$ cat src/rtl/axis_dma_engine.sv
// DMA-side sequencer for a burst-oriented stream accelerator: replays a host-loaded TX buffer
// as one AXI4-Stream burst (MM2S) and captures the return burst into an RX buffer (S2MM).
module axis_dma_engine #(
  parameter int DATA_W     = 32,
  parameter int BURST_LEN  = 32,
  parameter int ADDR_W     = 5,
  parameter int GAP_CYCLES = 4
) (
  input  logic              clk,
  input  logic              rst,
  input  logic              start_tx,
  input  logic              start_rx,
  input  logic              tx_wr_en,
  input  logic [ADDR_W-1:0] tx_wr_addr,
  input  logic [DATA_W-1:0] tx_wr_data,
  input  logic [ADDR_W-1:0] rx_rd_addr,
  output logic [DATA_W-1:0] rx_rd_data,
  output logic [DATA_W-1:0] m_data,
  output logic              m_valid,
  output logic              m_tlast,
  input  logic              m_ready,
  input  logic [DATA_W-1:0] s_data,
  input  logic              s_valid,
  input  logic              s_tlast,
  output logic              s_ready,
  output logic              dma_valid,
  output logic [1:0]        command,
  output logic              busy,
  output logic              done,
  output logic              err
);

  // Handshake: a beat moves on a rising edge where valid && ready; the master holds
  // data/tlast stable while valid && !ready and never drops valid before acceptance.

  localparam int CNT_W = ADDR_W + 1;
  localparam int GAP_W = (GAP_CYCLES > 1) ? $clog2(GAP_CYCLES) : 1;
  localparam logic [CNT_W-1:0]  LAST     = CNT_W'(BURST_LEN - 1);
  localparam logic [GAP_W-1:0]  GAP_LAST = GAP_W'(GAP_CYCLES - 1);
  localparam logic [ADDR_W-1:0] FIRST    = '0;

  typedef enum logic [1:0] {IDLE, TX, RX, GAP} state_t;
  state_t state, state_nxt;

  logic [DATA_W-1:0] tx_buf [2**ADDR_W];
  logic [DATA_W-1:0] rx_buf [2**ADDR_W];
  logic [CNT_W-1:0]  cnt, cnt_inc;
  logic [GAP_W-1:0]  gap_cnt;
  logic tx_fire, rx_fire, cnt_last, go_tx, go_rx, tx_end, rx_end, gap_end;

  always_comb begin
    tx_fire  = m_valid && m_ready;
    rx_fire  = s_valid && s_ready;
    cnt_inc  = cnt + CNT_W'(1);
    cnt_last = (cnt == LAST);
    go_tx    = (state == IDLE) && start_tx;
    go_rx    = (state == IDLE) && start_rx && !start_tx;
    tx_end   = (state == TX) && tx_fire && cnt_last;
    rx_end   = (state == RX) && rx_fire && (s_tlast || cnt_last);
    gap_end  = (state == GAP) && (gap_cnt == GAP_LAST);
    busy     = (state != IDLE);
  end

  always_comb begin
    state_nxt = state;
    case (state)
      IDLE: begin
        if (go_tx)      state_nxt = TX;
        else if (go_rx) state_nxt = RX;
      end
      TX:      if (tx_end)  state_nxt = GAP;
      RX:      if (rx_end)  state_nxt = GAP;
      GAP:     if (gap_end) state_nxt = IDLE;
      default: state_nxt = IDLE;
    endcase
  end

  always_ff @(posedge clk) begin
    if (!rst) state <= IDLE;
    else      state <= state_nxt;
  end

  // Buffers are never cleared; the TX buffer is frozen while it is being streamed out.
  always_ff @(posedge clk) begin
    if (tx_wr_en && state != TX) tx_buf[tx_wr_addr] <= tx_wr_data;
    if (rst && state == RX && rx_fire) rx_buf[cnt[ADDR_W-1:0]] <= s_data;
  end

  always_ff @(posedge clk) begin
    if (!rst) begin
      rx_rd_data <= '0;
      m_data     <= '0;
      m_valid    <= 1'b0;
      m_tlast    <= 1'b0;
      s_ready    <= 1'b0;
      dma_valid  <= 1'b0;
      command    <= 2'd0;
      done       <= 1'b0;
      err        <= 1'b0;
      cnt        <= '0;
      gap_cnt    <= '0;
    end else begin
      done       <= 1'b0;
      rx_rd_data <= rx_buf[rx_rd_addr];
      case (state)
        IDLE: begin
          dma_valid <= 1'b1;
          if (go_tx) begin
            m_valid <= 1'b1;
            m_data  <= tx_buf[FIRST];
            m_tlast <= 1'b0;
            command <= 2'd1;
            cnt     <= '0;
            err     <= 1'b0;
          end else if (go_rx) begin
            s_ready <= 1'b1;
            command <= 2'd2;
            cnt     <= '0;
            err     <= 1'b0;
          end
        end
        TX: begin
          if (tx_fire) begin
            command <= 2'd0;
            if (cnt_last) begin
              m_valid   <= 1'b0;
              m_tlast   <= 1'b0;
              dma_valid <= 1'b0;
              gap_cnt   <= '0;
            end else begin
              cnt     <= cnt_inc;
              m_data  <= tx_buf[cnt_inc[ADDR_W-1:0]];
              m_tlast <= (cnt_inc == LAST);
            end
          end
        end
        RX: begin
          if (rx_fire) begin
            command <= 2'd0;
            // Early tlast and missing tlast both end the burst and flag it.
            if (s_tlast != cnt_last) err <= 1'b1;
            if (s_tlast || cnt_last) begin
              s_ready   <= 1'b0;
              dma_valid <= 1'b0;
              gap_cnt   <= '0;
            end else begin
              cnt <= cnt_inc;
            end
          end
        end
        GAP: begin
          if (gap_end) begin
            dma_valid <= 1'b1;
            done      <= 1'b1;
          end else begin
            gap_cnt <= gap_cnt + GAP_W'(1);
          end
        end
        default: ;
      endcase
    end
  end

endmodule

$ cat config.mk
export PLATFORM = sky130hd
export DESIGN_NAME = axis_dma_engine
export DESIGN_NICKNAME = d
export VERILOG_FILES = /design/src/rtl/axis_dma_engine.sv
export SDC_FILE = /design/constraint.sdc
export NUM_CORES = 2
export LEC_CHECK = 0
export CORE_MARGIN = 2
export CORE_UTILIZATION = 30
export DETAILED_ROUTE_END_ITERATION = 7
export GPL_ROUTABILITY_DRIVEN = 0
export SLEW_MARGIN = 10
export SYNTH_ARGS = -nofsm -noshare
export SYNTH_HDL_FRONTEND = slang
export SYNTH_SLANG_ARGS = --single-unit
$ cat constraint.sdc
create_clock -name clk -period 3.56 [get_ports clk]
set_input_delay 0.356 -clock clk [delete_from_list [all_inputs] [get_ports clk]]
set_output_delay 0.356 -clock clk [all_outputs]
set_load 0.01 [all_outputs]
==> flow_summary.toml <==
[sta]
skew_ns = 0.0627
finalCriticalPeriod_ns = 3.04
fin_crit_sh_pct = 85.5
hold_viol_final = 0
maxSlewViolCount = 0
max_freq_mhz = 329
rsz0062_at_grt = "false"
worst_pin_slew_ns = 1.27
setup_viol = 0
finalSetupTns_ns = 0
maxSlewHeadroom_pct = 14.8

[clock_network]
cts_tree = "yes"
cts_resized = 0
clkLatencyLatePin_ns = 0.87
numCtsBuffers = 219
cts.clk_slew.worst_paths_ns = 0.06
cts.sinks = 2130
ctsHoldBuffers = 0
htree_levels = 4
cts_buffer_depth = 4
cts-root-buf = "clkbuf_16"
post_cts_buffers = 0

[pwr]
irDropWorstVdd_v = 0.000525
leakage_nw = 29.6
powerDensity_mw_per_mm2 = 606

[drt]
drt-pass1-iter-count = 7
vias = 39500
viasPerCell = 5.10
route.detailed.drc = 0
drtIter0Drc = 4175
antenna_left = 0
wl_per_cell_um = 26.4
wl_um = 205000

[finish]
fin_nets = 4093
multi_input_area_mm2 = 0.0178
drive_above_1_share_pct = 27.6
area_growth_pct = 18.8
regArea_mm2 = 0.0631
final_cells = 7751
fillers = 24600

[placement]
hpwlAfterDp_um = 114000
dp_cells = 7349
io_buffers = 154

[global_route]
grt_usage_pct = 14.5
grt_pass1_vias = 40700
grt_max_degree = 89
grt-ovfl-total = 0
antenna_found_initial = 24
grt_pass1_wl_um = 293000

[run]
drv_cap = 0

[worst_setup_path]
start_kind = "register"
crit_fanout = 19
critPathKind = "register to register"
cp.required_ns = 4.27
worstSetupEndpointType = "register"
worst_ep_arrival_time_ns = 3.76

[synth]
dominantRegCellSynth = "edfxtp_1"
synth_top_area_share_pct = 75.7
syn_inst = 3647
synth_area_mm2 = 0.0812
yosysWarnings = 0
synth_area_leader_cell = "edfxtp_1"
syn_nets = 3740
ys_types = 59
yosys-top-cells-area = "edfxtp_1, mux4_2, dfxtp_1, mux2i_1, a211oi_1"
yosysMostFrequentCell = "edfxtp_1"
seq_area_frac_synth_pct = 77.7
synth_area_per_cell_um2 = 22.3
synthTopCellsByCount = "edfxtp_1, mux4_2, clkbuf_1"
async_reset_ff_share_pct = 0
synth_edf_count = 2048
synth-seq-cells = 2130

[status]
outcome = "finished clean"

[die]
core_mm2 = 0.270
pin_count = 155
die_x_um = 524
die-area_mm2 = 0.275
fp.dieH_um = 524
fp-row-count = 191
start_util_pct = 30.1

[hold_path]
hp-class = "input pin to register"
sequential cells by signal, indices dropped and copies added, names as in the netlist:
signal / cells
rx_buf: 1024
tx_buf: 1024
m_data: 32
rx_rd_data: 32
cnt: 6
command: 2
gap_cnt: 2
state: 2
dma_valid: 1
done: 1
err: 1
m_tlast: 1
m_valid: 1
s_ready: 1
cell usage in the layout (no fill, tap or decap), types with 20 or more instances in the layout:
| master | n |
|---|---|
| mux2i_1 | 97 |
| buf_4 | 110 |
| clkinv_1 | 28 |
| dfxtp_1 | 81 |
| clkbuf_16 | 223 |
| clkbuf_8 | 31 |
| o211a_1 | 32 |
| a211oi_1 | 98 |
| nor2_1 | 21 |
| nand2_1 | 20 |
| o21bai_1 | 32 |
| o22ai_1 | 32 |
| nor4_1 | 33 |
| clkbuf_1 | 53 |
| clkdlybuf4s50_1 | 143 |
| o311ai_0 | 32 |
| a22oi_1 | 64 |
| edfxtp_1 | 2048 |
| buf_12 | 83 |
| mux4_2 | 512 |
| o21ai_0 | 46 |
| mux2_2 | 32 |
| nor2b_1 | 68 |
| clkinv_2 | 42 |
| nor2_4 | 65 |
through the flow:
stage	instance area, um2	utilization (%)	worst slack, ns	power [mW]	hold slack, ns
after global routing	96500	35.7	0.338	60.4	0.0316
final	96500	35.7	0.517	58.5	0.0272
after detailed placement	89500	33.1	0.503	36.6	0.500
after global placement	89500	33.1	0.638	36.6	0.481
after CTS	96500	35.7	0.542	59.0	0.150
after floorplan	81200	-	0.310	33.4	0.455
cells by family after synthesis:
| kind of cell | after synthesis | share of synthesized area, % |
|---|---|---|
| AOI/OAI and AO/OA | 371 | 3.37 |
| xor gates and xnor gates | 4 | 0.0431 |
| adders and majority gates | 11 | 0.169 |
| buffers and inverters | 227 | 1.16 |
| DFF | 2130 | 77.7 |
| muxes | 641 | 15.8 |
| and+or+nand+nor | 263 | 1.71 |
worst max-delay path, cell delays in order (launching register included):
cell      delay, ns
dfxtp_1        0.47
ha_1           0.41
a21oi_1        0.14
o221a_2        0.29
o21ai_4        0.72
buf_4          0.42
a211oi_1       0.09
nor4_1         0.32
metal layers:
metal | GRT usage (%) | vias up | share of wire [%]
li1 | - | 16300 | -
met1 | 19.0 | 21400 | 41
met2 | 24.0 | 1442 | 49
met3 | 3.43 | 364 | 7.5
met4 | 4.20 | 18 | 2.9
met5 | 0 | - | 0.057
cell type report:
class                      count  share of cell area [%]
antenna                        6                  0.0156
clock buffer                 306                    6.42
clock inverter                90                   0.857
inverter                      12                  0.0467
multi-input combinational   1290                    18.4
sequential                  2130                    65.4
tap                         3570                    4.63
timing repair buffer         347                    4.15
where the power goes:
group          switching (mW)  total [mW]  internal, mW
clock                    9.33        22.4          13.1
combinational            4.23        7.76          3.53
sequential              0.442        28.3          27.8
path summary, 6_finish.rpt:
| path | startpoint | to | slack, ns | cells after the start |
|---|---|---|---|---|
| setup / recovery | cnt[1]$_SDFFE_PN0P_ | m_data[1]$_SDFFE_PN0P_ | 0.52 | 7 |
| hold / removal | s_data[18] | rx_buf[24][18]$_DFFE_PP_ | 0.03 | 1 |
| setup reg to reg | cnt[1]$_SDFFE_PN0P_ | m_data[1]$_SDFFE_PN0P_ | 0.52 | 7 |
| hold reg to reg | state[1]$_SDFFE_PN0P_ | state[1]$_SDFFE_PN0P_ | 0.51 | 2 |
No activity file was read; power rests on OpenSTA's default activity.
